<file path="config.mk">
export PLATFORM = sky130hd
export DESIGN_NAME = program_loader
export DESIGN_NICKNAME = d
export VERILOG_FILES = /design/src/rtl/cpu3_pkg.sv /design/src/rtl/ser_word_rx.sv /design/src/rtl/program_loader.sv
export SDC_FILE = /design/constraint.sdc
export NUM_CORES = 1
export LEC_CHECK = 0
export CORE_ASPECT_RATIO = 0.8
export CORE_MARGIN = 2
export CORE_UTILIZATION = 47
export DETAILED_ROUTE_END_ITERATION = 8
export GPL_TIMING_DRIVEN = 0
export PLACE_DENSITY = 0.73
export SLEW_MARGIN = 5
export SYNTH_ARGS = -nofsm -noshare
export SYNTH_HDL_FRONTEND = slang
export SYNTH_SLANG_ARGS = --single-unit
</file>
<file path="constraint.sdc">
create_clock -name clk -period 1.4 [get_ports clk]
set_input_delay 0.21 -clock clk [delete_from_list [all_inputs] [get_ports clk]]
set_output_delay 0.21 -clock clk [all_outputs]
set_load 0.05 [all_outputs]
</file>
<file path="src/rtl/cpu3_pkg.sv">
// cpu3_pkg: shared widths, loader state encoding and CPU opcodes for the 3-bit CPU.
//  WORD_W  instruction width (2-bit opcode + 1-bit data)
//  DEPTH   instruction words per program
//  ADDR_W  instruction-memory address width
package cpu3_pkg;
    localparam int WORD_W = 3;
    localparam int DEPTH  = 8;
    localparam int ADDR_W = 3;

    typedef enum logic [2:0] {
        ST_IDLE,
        ST_RECV,
        ST_CHECK,
        ST_DONE,
        ST_ERROR
    } ld_state_t;

    typedef enum logic [1:0] {
        OP_LOAD,
        OP_ADD,
        OP_SUB,
        OP_STORE
    } opcode_t;
endpackage

</file>
<file path="src/rtl/ser_word_rx.sv">
// ser_word_rx: MSB-first bit-serial to parallel word assembler.
//  clk, reset   clock and synchronous active-high reset
//  clear        restart word assembly (start of a new load)
//  accept       a serial bit is transferred this cycle
//  ser_bit      serial data bit
//  word_valid   combinational pulse when the accepted bit completes a word
//  word         completed word, valid alongside word_valid
module ser_word_rx
    import cpu3_pkg::*;
(
    input  logic              clk,
    input  logic              reset,
    input  logic              clear,
    input  logic              accept,
    input  logic              ser_bit,
    output logic              word_valid,
    output logic [WORD_W-1:0] word
);
    localparam int CNT_W = $clog2(WORD_W);

    // Only the WORD_W-1 older bits need storing; the newest bit is taken live.
    logic [WORD_W-2:0] shift;
    logic [CNT_W-1:0]  bit_cnt;

    always_comb begin
        word       = {shift, ser_bit};
        word_valid = accept && bit_cnt == CNT_W'(WORD_W - 1);
    end

    always_ff @(posedge clk) begin
        if (reset || clear) begin
            shift   <= '0;
            bit_cnt <= '0;
        end else if (accept) begin
            shift   <= word[WORD_W-2:0];
            bit_cnt <= word_valid ? '0 : bit_cnt + 1'b1;
        end
    end
endmodule

</file>
<file path="src/rtl/program_loader.sv">
// program_loader: serial boot loader writing DEPTH words into instruction memory, then verifying a checksum.
//  clk, reset    clock and synchronous active-high reset
//  load_start    starts a load from IDLE/DONE/ERROR
//  ser_valid     serial bit valid; ser_bit serial data, MSB first
//  ser_ready     bits accepted while high (RECV/CHECK)
//  imem_we/addr/wdata  instruction-memory write port, one pulse per word
//  cpu_reset     holds the CPU in reset unless the last load succeeded
//  load_busy/load_done/load_error  loader status
module program_loader
    import cpu3_pkg::*;
(
    input  logic              clk,
    input  logic              reset,
    input  logic              load_start,
    input  logic              ser_valid,
    input  logic              ser_bit,
    output logic              ser_ready,
    output logic              imem_we,
    output logic [ADDR_W-1:0] imem_addr,
    output logic [WORD_W-1:0] imem_wdata,
    output logic              cpu_reset,
    output logic              load_busy,
    output logic              load_done,
    output logic              load_error
);
    ld_state_t         state, nxt;
    logic [ADDR_W-1:0] word_cnt;
    logic [WORD_W-1:0] sum, word;
    logic              accept, honour, word_valid, last;

    ser_word_rx u_rx (
        .clk        (clk),
        .reset      (reset),
        .clear      (honour),
        .accept     (accept),
        .ser_bit    (ser_bit),
        .word_valid (word_valid),
        .word       (word)
    );

    always_comb begin
        accept = ser_valid && ser_ready;
        honour = load_start && (state == ST_IDLE || state == ST_DONE || state == ST_ERROR);
        last   = word_cnt == ADDR_W'(DEPTH - 1);
        nxt    = honour                                      ? ST_RECV  :
                 (state == ST_RECV && word_valid && last)    ? ST_CHECK :
                 (state == ST_CHECK && word_valid)           ? (word == sum ? ST_DONE : ST_ERROR) :
                 state;
    end

    // Status outputs are registered from the next state so they line up with the state register.
    always_ff @(posedge clk) begin
        if (reset) begin
            state      <= ST_IDLE;
            ser_ready  <= 1'b0;
            load_busy  <= 1'b0;
            load_done  <= 1'b0;
            load_error <= 1'b0;
            cpu_reset  <= 1'b1;
            imem_we    <= 1'b0;
            imem_addr  <= '0;
            imem_wdata <= '0;
            word_cnt   <= '0;
            sum        <= '0;
        end else begin
            state      <= nxt;
            ser_ready  <= nxt == ST_RECV || nxt == ST_CHECK;
            load_busy  <= nxt == ST_RECV || nxt == ST_CHECK;
            load_done  <= nxt == ST_DONE;
            load_error <= nxt == ST_ERROR;
            cpu_reset  <= nxt != ST_DONE;
            imem_we    <= state == ST_RECV && word_valid;
            if (honour) begin
                word_cnt <= '0;
                sum      <= '0;
            end else if (state == ST_RECV && word_valid) begin
                imem_addr  <= word_cnt;
                imem_wdata <= word;
                sum        <= sum + word;
                word_cnt   <= last ? word_cnt : word_cnt + 1'b1;
            end
        end
    end
endmodule

</file>
---- Word-level counts from Yosys, hierarchy flattened ----
Cells that the tools add are included.
storage, ports and cells
  flip-flop bits (word level) ............. 24
  output and inout port bits .............. 12
  logic and storage cells ................. 48
cells by class
  add/subtract/negate cells ............... 3
  equal/unequal tests ..................... 12
  mux-type cells .......................... 5
  bitwise operators ....................... 2
  reductions and logical operators ........ 14
operators by type and width
  cell                                                                      count
  3-bit by 2-bit == test with 1-bit output (second input constant)          4
  3-bit two-way mux                                                         4
  3-bit == test (second input constant)                                     3
  3-bit by 1-bit == test with 1-bit output (second input constant)          2
  1-bit logical AND                                                         6
  1-bit logical OR                                                          4
  2-bit AND reduction                                                       2
  3-bit by 1-bit adder with 3-bit output (second input constant)            1
  3-bit adder                                                               1
  3-bit == test                                                             1
  3-bit zero test                                                           1
  3-bit by 2-bit inequality test with 1-bit output (second input constant)  1
  2-bit by 1-bit adder with 2-bit output (second input constant)            1
  2-bit == test (second input constant)                                     1
  2-bit two-way mux                                                         1
  1-bit NOT                                                                 2
  2-bit OR reduction                                                        1

---- Longest topological paths before layout ----
Gate-level depths: netlist of the first run.
  word-level depth ........................ 8
  gate-level depth with buffers ........... 5
  depth with buffers taken out ............ 5

---- By module ----
Synthesis of the first run repeated with hierarchy kept, for this count alone.
second synthesis, totals
  cell total of the unflattened synthesis .. 123
  area total of the unflattened synthesis .. 1126.1 um^2
by module, submodules not included
  module          instances  cells each  area each (um^2)  seq. area each (um^2)
  program_loader  1          106         943.4             400.4
  ser_word_rx     1          17          182.7             80.1

---- Worst setup path before layout of the first run ----
OpenSTA, ideal clock, no wires.
  path type ............................... register -> register
  start ................................... register load_busy (netlist name)
  end ..................................... register cpu_reset
  setup time .............................. 0.127 ns
  data arrival time ....................... 1.543 ns
  data required time ...................... 1.273 ns
  slack ................................... -0.270 ns
  cell stages (with the launch flop) ...... 5
  buffers on the path ..................... 1
  clock period less this slack ............ 1.670 ns
  cells stage by stage .................... dfxtp_1 > and2_0 > clkbuf_1 > a41oi_1 > or3_1
RTL lines
  what                  line                  source
  to (signal assigned)  program_loader.sv:59  cpu_reset <= 1'b1;
  to (signal assigned)  program_loader.sv:71  cpu_reset <= nxt != ST_DONE;
  to (decl)             program_loader.sv:21  output logic cpu_reset,

---- Final worst setup path of the first run ----
  start ................................... register sum[0]
  end ..................................... register sum[2]
between the ends
  word-level cells in the longest chain between the ends .. 1
RTL lines
  what                    line                  source
  from (decl)             program_loader.sv:28  logic [WORD_W-1:0] sum, word;
  from (signal assigned)  program_loader.sv:79  sum <= sum + word;
  3-bit adder             program_loader.sv:79
Every way passes these cells.
A chain may end at the register's enable or synchronous reset.

==> results of run 1 <==
worst max path at each step:
stage,from,to,depth (start not counted)
5_1_grt,u_rx.bit_cnt[0]$_SDFFE_PP0N_,sum[2]$_SDFFE_PP0P_,4
6_report,sum[0]$_SDFFE_PP0P_,sum[2]$_SDFFE_PP0P_,5
2_1_floorplan,u_rx.bit_cnt[0]$_SDFFE_PP0N_,sum[2]$_SDFFE_PP0P_,4
4_1_cts,sum[0]$_SDFFE_PP0P_,sum[2]$_SDFFE_PP0P_,5
3_3_place_gp,ser_bit,sum[2]$_SDFFE_PP0P_,6
3_5_place_dp,ser_bit,sum[2]$_SDFFE_PP0P_,6
power by group:
group	switching, W	internal [W]	total (W)	leakage, nW
clock	0.000223	0.000290	0.000513	0.0279
combinational	0.0000894	0.0000579	0.000147	0.336
sequential	0.0000105	0.000685	0.000696	0.199
layout by cell type (no fill, tap or decap), drive strengths merged, types with 2 or more instances in the layout:
master         instances
clkdlybuf4s50          2
a21oi                 18
inv                    2
dfxtp                 24
xnor2                  2
o31ai                  5
nand4                  2
ha                     4
nand2                  8
clkbuf                17
nand2b                 3
or4                    2
nand3                 10
nor3                   2
clkdlybuf4s15          3
nor2                   4
a211oi                 4
nor4                   2
nand4b                 3
o21ai                  8
buf                   17
cells in the mapped netlist (2+ instances only):
master    count
nand4b_1      3
nand2_1       8
a211oi_1      4
or4_1         2
clkbuf_1      8
xnor2_1       2
o21ai_0       8
nand2b_1      3
nor4_1        2
o31ai_1       5
a21oi_1      18
nor3_1        2
dfxtp_1      24
nand3_1      10
ha_1          4
nor2_1        4
inv_1         2
nand4_1       2
worst register-to-register path, stage by stage, from the launching register on:
cell and delay, ps:
dfxtp_2 350, ha_2 170, fa_2 350, xnor2_1 150, or4_1 420, a21oi_1 150
area by class of cell:
cell class	instances	area [um^2]
fill	184	794.5
multi-input combinational	94	728.2
sequential	24	498.0
timing repair buffer	27	201.4
buffer	10	66.31
tap	27	33.78
clock inverter	1	30.03
clock buffer	3	22.52
inverter	2	7.507
through the flow:
stage          power (W)  setup WS, ps  hold slack, ps
2_1_floorplan  0.0007874        -107.3           346.0
3_3_place_gp   0.0008239        -555.6           458.5
3_5_place_dp   0.0008277        -609.7           469.5
4_1_cts         0.001336        -194.1           244.6
5_1_grt         0.001394        -295.4           266.8
6_report        0.001356        -239.7           254.0
flip-flops by register name (all words and copies together) (netlist names):
register / flops
load_busy: 1
imem_we: 1
sum: 3
load_error: 1
u_rx.shift: 2
u_rx.bit_cnt: 2
imem_wdata: 3
state: 3
word_cnt: 3
imem_addr: 3
cpu_reset: 1
load_done: 1
metal layers:
metal	up-vias	GRT usage (%)	part of all wire [%]
li1	557	-	-
met1	570	26.89	46
met2	32	34.51	48
met3	6	5.570	4.8
met4	0	4.091	1.2
met5	-	0	0
kinds of logic (layout without fill, tap and decap cells):
kind of cell / Yosys count / after routing / synth area share, %
XOR/XNOR: 2 / 2 / 1.522
AND/OR/NAND/NOR: 43 / 43 / 21.85
AO/OA/AOI/OAI: 44 / 44 / 23.59
flip-flops: 24 / 24 / 41.74
adder cells (fa/ha/maj): 5 / 5 / 6.087
buffers and inverters: 13 / 43 / 5.218
what timing repair did:
| action | CTS | global route |
|---|---|---|
| buffers inserted | 7 | 5 |
| gates resized for setup | 40 | 39 |
| endpoints found under the setup margin | 33 | 32 |
| pin swaps | 2 | 7 |
==> impl_metrics.csv, run 1 <==
group,metric,value,unit
run_status,violations,"negative setup slack",
placement,place_area,0.001343,mm^2
cts,postCtsHoldBufs,0,
worst_setup_path,path_delay_family,"adder cells",
flow_run,cap_violations,0,
min_path,hold_path.class,"in2reg",
synth,syn_nets,141,
synth,yosys-top-cells-area,"dfxtp_1 42%, a21oi_1 7.8%, ha_1 4.3%",
grt,grt_antenna_before_repair,0,
grt,grt_overflow,0,
die,initial_core_util,48.32,%
power,power.leakage,0.5630,nW
power,power_density,854.2,mW/mm^2
synth,syn-cell-area,0.001151,mm^2
grt,grt_pass1_vias,997,
cts,root_buffer,"clkbuf_4",
synth,ys_seq_area_share,41.74,%
timing,slew_headroom,68.22,%
grt,grt_pass1_wl,4395,um
cts,cts_buffers,3,
run_status,status,"complete, but fails checks",
worst_setup_path,reg2reg_setup_slack,-240,ps
cts,cts.sinks,24,
cts,path_clk_slew,140,ps
worst_setup_path,required,1670,ps
drt,vias,1165,
drt,viasPerCell,6.197,
die,row_count,16,
worst_setup_path,cp_max_fo,2,
timing,final.setup.worst_slack,-239.7,ps
die,fp.dieH,48.27,um
worst_setup_path,r2r-end,"sum[2]$_SDFFE_PP0P_",
grt,grt_max_degree,15,
worst_setup_path,rr_worst_depth,5,
synth,synth_top_area_cell,"dfxtp_1",
timing,slew_violations,0,
cts,cts_buffer_depth,2,
synth,ys_seq_elements,24,
die,coreArea,0.002382,mm^2
synth,yosysWarningCount,0,
synth,synth_top_area_share,41.74,%
die,io_pins,17,
timing,worst_slew_pin_slew,478.5,ps
cts,htree_levels,1,
cts,cts_tree,"yes",
timing,fmax,609.9,MHz
worst_setup_path,critPathLaunchType,"register",
placement,io_buffers,15,
timing,hold_viol,0,
cells_and_area,final_layout_size_suffix_gt1_share,37.27,%
worst_setup_path,path_class,"reg2reg",
synth,syn_area_per_cell,8.787,um^2
worst_setup_path,crit_buf_inv,0,
synth,netlist-cell-type-count,38,
drt,drt.antenna.violating_nets,0,
synth,async_flop_share,0,%
worst_setup_path,r2r-start,"sum[0]$_SDFFE_PP0P_",
synth,ys.flop_type,"dfxtp_1",
cells_and_area,design_area,0.001588,mm^2
min_path,hold_depth,2,
cells_and_area,fin_util,66.65,%
drt,initialDrtViolationCount,45,
cells_and_area,area_growth,37.93,%
synth,netlist_instances,131,
timing,finalSetupViolCount,6,
placement,dp_cells,173,
min_path,min-delay-start,"reset",
grt,track_usage,20.47,%
worst_setup_path,timing.critical_path.to_type,"register",
drt,wl_per_cell,16.02,um
timing,rsz0062_at_grt,"true",
timing,final.setup.tns,-537.8,ps
synth,synth_edf_count,0,
die,die-area,0.002864,mm^2
drt,drc,0,
cells_and_area,fin_nets,172,
die,die_w,59.33,um
placement,gp_congestion,0.8257,
worst_setup_path,critPathSlowestCell,"or4_1",
min_path,holdPathEnd,"imem_wdata[1]$_SDFFE_PP0P_",
worst_setup_path,crit_chain,"ha_2, fa_2, xnor2_1, or4_1, a21oi_1",
power,ir_worst_vdd,0.0006601,V
timing,finalClockSkew,9.755,ps
placement,dpl.hpwl,1962,um
drt,routed_wl,3011,um
timing,fin_crit_sh,117.1,%
cells_and_area,final_cells,188,
timing,fin_crit,1640,ps
cts,clock_latency,330,ps
drt,firstDrtPassIters,4,
worst_setup_path,slowest_delay,420,ps
cells_and_area,diodes,0,
worst_setup_path,crit_arrival,1910,ps
Power figures use the tool's default switching activity.
==> run 2, diff against run 1 <==
--- a/config.mk
+++ b/config.mk
@@ -5,6 +5,7 @@
 export SDC_FILE = /design/constraint.sdc
 export NUM_CORES = 1
 export LEC_CHECK = 0
+export CAP_MARGIN = 15
 export CORE_ASPECT_RATIO = 0.8
 export CORE_MARGIN = 2
 export CORE_UTILIZATION = 47
==> results of run 2 <==
The final DEF is identical to that of run 1; final timing and power are the same.
